<file path="config.mk">
export PLATFORM = sky130hd
export DESIGN_NAME = spram_stream_reader
export DESIGN_NICKNAME = d
export VERILOG_FILES = /design/src/rtl/spram_pkg.sv /design/src/rtl/spram_stream_reader.sv
export SDC_FILE = /design/constraint.sdc
export NUM_CORES = 1
export LEC_CHECK = 0
export CELL_PAD_IN_SITES_DETAIL_PLACEMENT = 1
export CELL_PAD_IN_SITES_GLOBAL_PLACEMENT = 1
export CORE_ASPECT_RATIO = 1.75
export CORE_MARGIN = 2
export CORE_UTILIZATION = 36
export CTS_BUF_LIST = sky130_fd_sc_hd__clkbuf_4 sky130_fd_sc_hd__clkbuf_8
export CTS_CLUSTER_DIAMETER = 60
export DETAILED_ROUTE_END_ITERATION = 8
export PLACE_DENSITY_LB_ADDON = 0.05
export SLEW_MARGIN = 20
export SYNTH_ARGS = -nofsm -noshare
export SYNTH_HDL_FRONTEND = slang
export SYNTH_SLANG_ARGS = --single-unit
</file>
<file path="constraint.sdc">
create_clock -name clk -period 2.7 [get_ports clk]
set_input_delay 0.405 -clock clk [delete_from_list [all_inputs] [get_ports clk]]
set_output_delay 0.405 -clock clk [all_outputs]
set_load 0.01 [all_outputs]
</file>
<file path="src/rtl/spram_pkg.sv">
// Shared definitions for the SPRAM loader/reader pair: SPRAM geometry, the
// reader FSM state encoding and the byte-lane mapping of a 16-bit SPRAM word.
package spram_pkg;

  localparam int          SPRAM_WORDS = 16384;
  localparam logic [15:0] FILL_BYTES  = 16'h2000;

  typedef enum logic [2:0] {
    IDLE = 3'd0,
    RD   = 3'd1,
    WT   = 3'd2,
    EMIT = 3'd3,
    FIN  = 3'd4
  } state_t;

  typedef enum logic {
    LANE_LO = 1'b0,
    LANE_HI = 1'b1
  } lane_t;

  // Even byte addresses live in the low half of a word, odd ones in the high half.
  function automatic lane_t byte_lane(input logic addr0);
    if (addr0) begin
      return LANE_HI;
    end else begin
      return LANE_LO;
    end
  endfunction

  // Extract the byte held in the given lane of an SPRAM word.
  function automatic logic [7:0] lane_byte(input logic [15:0] word, input lane_t lane);
    case (lane)
      LANE_HI: return word[15:8];
      default: return word[7:0];
    endcase
  endfunction

endpackage

</file>
<file path="src/rtl/spram_stream_reader.sv">
// Byte-granular streaming reader for one SB_SPRAM256KA.
// Fetches 16-bit words (RD -> WT -> EMIT) and streams the requested bytes out
// on a valid/ready interface. Each word read serves up to two bytes.
// Optional: define SPRAM_STREAM_READER_CSUM_EN to add a modulo-256 byte sum
// output (csum) for the current transfer.
module spram_stream_reader
  import spram_pkg::*;
#(
  parameter int BYTE_AW = 13,
  parameter int LEN_W   = 16
) (
  input  logic               clk,
  input  logic               rst,
  input  logic               req_valid,
  output logic               req_ready,
  input  logic [BYTE_AW-1:0] req_offset,
  input  logic [LEN_W-1:0]   req_len,
  output logic [7:0]         out_data,
  output logic               out_valid,
  input  logic               out_ready,
  output logic               out_last,
  output logic               done,
  output logic               busy,
`ifdef SPRAM_STREAM_READER_CSUM_EN
  output logic [7:0]         csum,
`endif
  output logic [13:0]        ram_address,
  output logic               ram_chipselect,
  input  logic [15:0]        ram_dataout
);

  state_t             state_r;
  state_t             state_next_s;
  logic [BYTE_AW-1:0] ptr_r;
  logic [LEN_W-1:0]   rem_r;
  logic [15:0]        word_r;
  logic               accept_s;
  logic               xfer_s;

  // All outputs decode registered state; req_ready is also held low while in reset.
  assign req_ready      = (state_r == IDLE) & ~rst;
  assign accept_s       = req_valid & req_ready;
  assign out_valid      = (state_r == EMIT);
  assign xfer_s         = out_valid & out_ready;
  assign out_last       = out_valid & (rem_r == LEN_W'(1'b1));
  assign out_data       = out_valid ? lane_byte(word_r, byte_lane(ptr_r[0])) : 8'h00;
  assign done           = (state_r == FIN);
  assign busy           = (state_r == RD) | (state_r == WT) | (state_r == EMIT);
  assign ram_chipselect = (state_r == RD);
  assign ram_address    = ram_chipselect ? {{(15-BYTE_AW){1'b0}}, ptr_r[BYTE_AW-1:1]} : 14'h0000;

  // State register.
  always_ff @(posedge clk) begin
    if (rst) begin
      state_r <= IDLE;
    end else begin
      state_r <= state_next_s;
    end
  end

  // Next-state logic: a word is re-read only after its odd (high) byte is consumed.
  always_comb begin
    state_next_s = state_r;
    case (state_r)
      IDLE: begin
        if (accept_s) begin
          if (req_len == {LEN_W{1'b0}}) begin
            state_next_s = FIN;
          end else begin
            state_next_s = RD;
          end
        end else begin
          state_next_s = IDLE;
        end
      end
      RD:   state_next_s = WT;
      WT:   state_next_s = EMIT;
      EMIT: begin
        if (xfer_s) begin
          if (rem_r == LEN_W'(1'b1)) begin
            state_next_s = FIN;
          end else if (ptr_r[0]) begin
            state_next_s = RD;
          end else begin
            state_next_s = EMIT;
          end
        end else begin
          state_next_s = EMIT;
        end
      end
      FIN:     state_next_s = IDLE;
      default: state_next_s = IDLE;
    endcase
  end

  // Byte pointer and remaining count: loaded on accept, stepped on each handshake.
  always_ff @(posedge clk) begin
    if (rst) begin
      ptr_r <= {BYTE_AW{1'b0}};
      rem_r <= {LEN_W{1'b0}};
    end else if (accept_s) begin
      ptr_r <= req_offset;
      rem_r <= req_len;
    end else if (xfer_s) begin
      ptr_r <= ptr_r + BYTE_AW'(1'b1);
      rem_r <= rem_r - LEN_W'(1'b1);
    end else begin
      ptr_r <= ptr_r;
      rem_r <= rem_r;
    end
  end

  // Word register: SPRAM output is valid the cycle after RD, captured in WT.
  always_ff @(posedge clk) begin
    if (rst) begin
      word_r <= 16'h0000;
    end else if (state_r == WT) begin
      word_r <= ram_dataout;
    end else begin
      word_r <= word_r;
    end
  end

`ifdef SPRAM_STREAM_READER_CSUM_EN
  logic [7:0] csum_r;

  // Running modulo-256 sum of handshaked bytes; cleared when a request is accepted.
  always_ff @(posedge clk) begin
    if (rst) begin
      csum_r <= 8'h00;
    end else if (accept_s) begin
      csum_r <= 8'h00;
    end else if (xfer_s) begin
      csum_r <= csum_r + out_data;
    end else begin
      csum_r <= csum_r;
    end
  end

  assign csum = csum_r;
`endif

endmodule

</file>
=== Word-level counts from Yosys, hierarchy flattened ===
Index checks and enable logic that the tools add are counted.
W data, S select, Z words.

* Add/sub/neg operators: 2
* Equality and inequality tests: 5
* Mux-type cells: 14
* Bitwise logic cells: 7
* Reduce and logical (&&, ||, !) cells: 3

{| class="wikitable"
|+ Operators with widths
! operator !! number
|-
| $mux W16 || 2
|-
| $mux W13 || 2
|-
| $eq A16 B1 Y1 const B || 1
|-
| $logic_not A16 Y1 || 1
|-
| $mux W8 || 2
|-
| $sub A16 B1 Y16 const B || 1
|-
| $add A13 B1 Y13 const B || 1
|-
| $mux W12 || 1
|-
| $mux W3 || 4
|-
| $pmux W3 S4 || 1
|-
| $eq A3 B2 Y1 const B || 2
|-
| $and A1 B1 Y1 || 4
|-
| $eq A3 B1 Y1 const B || 1
|-
| $eq A3 B3 Y1 const B || 1
|-
| $logic_not A3 Y1 || 1
|-
| $mux W2 || 1
|-
| $or A1 B1 Y1 || 2
|-
| $reduce_bool A2 Y1 || 1
|-
| $mux W1 || 1
|-
| $not A1 Y1 || 1
|}

* Flip-flop bits (word level): 48
* Bits of input ports: 49
* Output and inout bits: 28
* Logic and storage cells: 35

=== Logic depth before layout (Yosys ltp) ===
* Depth after elaboration: 5
* Mapped depth: 7
* Depth with buffers taken out: 6

=== Least setup slack after synthesis ===
Ideal clock, no wire load.

* Path kind: reg2reg
* Start: register rem_r[2]
* End: register rem_r[8]
* Library setup time: 132 ps
* Arrival: 1,701 ps
* Data required time: 2,568 ps
* Slack: 867 ps
* Stages on the path, launching flop included: 6
* Buffers on the path: 1
* Period minus slack after synthesis: 1,833 ps
* Cell sequence: dfxtp_1 or4_4 buf_6 or4_4 o211ai_2 a21oi_1

* Longest elaborated chain between the ends: 3

{| class="wikitable"
|+ RTL lines
! what !! RTL line !! text
|-
| start, declared || spram_stream_reader.sv:35 || <nowiki>logic [LEN_W-1:0] rem_r;</nowiki>
|-
| start signal, assigned || spram_stream_reader.sv:100 || <nowiki>rem_r <= {LEN_W{1'b0}};</nowiki>
|-
| start signal, assigned || spram_stream_reader.sv:103 || <nowiki>rem_r <= req_len;</nowiki>
|-
| start signal, assigned || spram_stream_reader.sv:106 || <nowiki>rem_r <= rem_r - LEN_W'(1'b1);</nowiki>
|-
| $sub A16 B1 Y16 || spram_stream_reader.sv:106 ||
|-
| $mux W16 || spram_stream_reader.sv:104 || <nowiki>end else if (xfer_s) begin</nowiki>
|-
| $mux W16 || spram_stream_reader.sv:101 || <nowiki>end else if (accept_s) begin</nowiki>
|}

Every way passes these cells. The select of a mux whose other input is x is not followed.
A chain may end at the register's enable or synchronous reset.

=== Worst setup path after layout ===
* Start: register rem_r[2]
* End: output port out_last

* Longest elaborated chain between the ends: 2

{| class="wikitable"
|+ RTL lines
! what !! RTL line !! text
|-
| $eq A16 B1 Y1 || spram_stream_reader.sv:45 || <nowiki>assign out_last = out_valid & (rem_r == LEN_W'(1'b1));</nowiki>
|-
| $and A1 B1 Y1 || spram_stream_reader.sv:45 ||
|-
| end, declared || spram_stream_reader.sv:21 || <nowiki>output logic out_last,</nowiki>
|}

Every way passes these cells.

==> flow_metrics.env <==
export IMPL_status="complete, no violations"
export IMPL_ys_seq_area_share_pct=35.70
export IMPL_crit_chain="nor4_2 > nand4b_1 > nor3b_1 > clkdlybuf4s50_1"
export IMPL_clk_pin_slew_ps=90
export IMPL_pin_count=77
export IMPL_final_cells=496
export IMPL_cts_buffer_depth=2
export IMPL_routedWlPerCell_um=17.70
export IMPL_ff_latch_area_um2=962.2
export IMPL_maxSlewViolCount=0
export IMPL_syn_area_um2=2691
export IMPL_cts_setup_buffers=0
export IMPL_max_clock_freq_ghz=0.4041
export IMPL_grt_util_all_layers_pct=21.81
export IMPL_r2r_end="rem_r[15]"
export IMPL_crit_slowest_cell="clkdlybuf4s50_1"
export IMPL_coreArea_um2=7233
export IMPL_fp_dieW_um=69.36
export IMPL_r2r_slack_ps=710
export IMPL_drt_first_iter_violations=122
export IMPL_hp_class="register to register"
export IMPL_relSlewSlack_pct=62.11
export IMPL_p_per_area_nw_per_um2=472.5
export IMPL_drv_cap=0
export IMPL_cp_start_kind="register"
export IMPL_globalplace_congestion=0.9005
export IMPL_crit_cells=4
export IMPL_reg2reg_from="rem_r[2]"
export IMPL_cts_sinks=48
export IMPL_async_flop_share_pct=0
export IMPL_dr_pass1_iters=4
export IMPL_antenna_found_initial=0
export IMPL_layout_nets=461
export IMPL_ant_nets=0
export IMPL_row_count=41
export IMPL_multi_input_area_um2=1610
export IMPL_grt_pass1_wl_um=14460
export IMPL_grt_pass1_vias=3002
export IMPL_clock_skew_ps=10.29
export IMPL_dp_cells=488
export IMPL_p_leak_nw=1.329
export IMPL_wl_um=8777
export IMPL_timing_setup_tns_ps=0
export IMPL_hold_violations=0
export IMPL_crit_type="register to output pin"
export IMPL_setup_violations=0
export IMPL_area_delta_synth_final_pct=37.33
export IMPL_vias_per_cell=5.770
export IMPL_synthCells=338
export IMPL_place_hpwl_um=6601
export IMPL_fill_cells=886
export IMPL_grt_overflow=0
export IMPL_critPathMaxStageDelay_ps=580
export IMPL_cp_arrival_ps=2070
export IMPL_startpoint="rem_r[2]"
export IMPL_final_common_cell="clkdlybuf4s50_1"
export IMPL_required_ps=2300
export IMPL_portBuffers=74
export IMPL_synth_ff_type="dfxtp_1"
export IMPL_clock_latency_ps=320
export IMPL_die_area_um2=8211
export IMPL_vias=2862
export IMPL_rsz0062_at_grt="no"
export IMPL_h_tree_depth=2
export IMPL_grt_max_degree=50
export IMPL_ys_types=57
export IMPL_utilization_pct=51.10
export IMPL_vdd_drop_max_mv=0.3143
export IMPL_end_kind="output pin"
export IMPL_crit_family="simple AND/OR/NAND/NOR gates"
export IMPL_cp_endpoint="out_last"
export IMPL_r2r_cells=4
export IMPL_antenna_cells=0
export IMPL_cts_tree="yes"
export IMPL_placed_cell_area_um2=3571
export IMPL_ys_ff_latch=48
export IMPL_crit_buf_inv=1
export IMPL_synth_edf_count=0
export IMPL_worst_slew_pin_slew_ps=567.1
export IMPL_final_layout_size_suffix_gt1_share_pct=10.24
export IMPL_final_cell_mix="clkdlybuf4s50_1 (74), dfxtp_1 (47), nand2_1 (43)"
export IMPL_yosys_warnings=0
export IMPL_die_h_um=118.4
export IMPL_start_util_pct=37.21
export IMPL_finalCritPeriodShare_pct=91.65
export IMPL_period_minus_slack_ps=2475
export IMPL_drc=0
export IMPL_post_synth_cell_area_avg_um2=7.963
export IMPL_worstPathMaxFanout=7
export IMPL_clock_root_buffer="clkbuf_8"
export IMPL_final_area_um2=3696
export IMPL_cts_buffers=5
export IMPL_total_power_mw=1.746
[registers in the layout, indices dropped and copies added, names as in the netlist]
signal / cells
state_r: 3
word_r: 16
rem_r: 16
ptr_r: 13
[power breakdown]
part	total, mW	leakage [nW]	internal [mW]	switching, mW
clock	0.548	0.0586	0.285	0.262
sequential	0.806	0.393	0.753	0.0523
combinational	0.393	0.877	0.201	0.192
total	1.75	1.33	1.24	0.507
[how the worst min path moves through the flow]
| stage | from | to | cells after the start |
|---|---|---|---|
| after floorplan | word_r[0] | word_r[0] | 2 |
| after global placement | word_r[13] | word_r[13] | 2 |
| after detailed placement | word_r[7] | word_r[7] | 2 |
| after CTS | word_r[7] | word_r[7] | 2 |
| after global routing | word_r[10] | word_r[10] | 2 |
| final | word_r[11] | word_r[11] | 2 |
[what timing repair did]
action,CTS,global route
gates resized for setup,0,3
hold buffers,0,0
endpoints found under the hold margin,0,0
endpoints found under the setup margin,0,1
[synth_stat cells, drive strengths merged (3+ instances only)]
cell type | n | share of area, %
nor4 | 10 | 3.0
a211oi | 5 | 1.4
inv | 5 | 0.70
a31oi | 5 | 1.2
nor4b | 3 | 0.98
nand3 | 7 | 1.3
nor2 | 28 | 4.0
and2 | 14 | 3.3
a22oi | 5 | 1.4
a21oi | 37 | 6.9
nand4b | 4 | 1.5
o311ai | 3 | 0.98
dfxtp | 48 | 36
o21ai | 11 | 2.0
nor3b | 6 | 1.7
o211ai | 3 | 1.2
clkbuf | 19 | 2.6
mux2i | 8 | 3.0
xor2 | 6 | 2.0
ha | 3 | 1.4
or3 | 5 | 1.2
nand4 | 8 | 1.9
and3 | 5 | 1.2
or4 | 7 | 2.3
buf | 8 | 1.9
nand2 | 43 | 6.0
nor3 | 4 | 0.74
[stage by stage]
step	hold slack, ps	worst slack [ps]
floorplan	435.7	867.0
global placement	444.7	316.3
detailed placement	453.4	352.6
CTS	467.0	99.78
global route	489.3	20.43
finish	463.2	225.4
[final cells by class]
class / instances / share of cell area, %
sequential: 48 / 26.03
timing repair buffer: 90 / 23.97
multi-input combinational: 259 / 43.57
inverter: 5 / 0.5078
tap: 86 / 2.911
clock inverter: 2 / 0.9479
clock buffer: 6 / 2.065
[routing by layer]
metal | routed length (µm) | track usage, %
met2 | 4941 | 42.49
met4 | 307 | 10.78
met3 | 285 | 3.240
met5 | 0 | 0
met1 | 3243 | 21.64
[kinds of logic (layout without fill, tap and decap cells)]
family / count (synthesis) / in the layout / synth area share [%]
and+or+nand+nor: 154 / 154 / 31.99
AOI/OAI and AO/OA: 85 / 85 / 20.18
DFF: 48 / 48 / 35.70
buffers and inverters: 32 / 103 / 5.253
muxes: 9 / 9 / 3.394
xor gates and xnor gates: 6 / 6 / 1.953
adders and majority gates: 3 / 3 / 1.395
other: 1 / 2 / 0.1393
[worst reg2reg max path, cell delays in order (launching register included)]
cell and delay, ps:
dfxtp_1 390, or4_4 630, nor4_2 420, a211oi_1 140, a221o_1 290
Power figures use the tool's default switching activity.
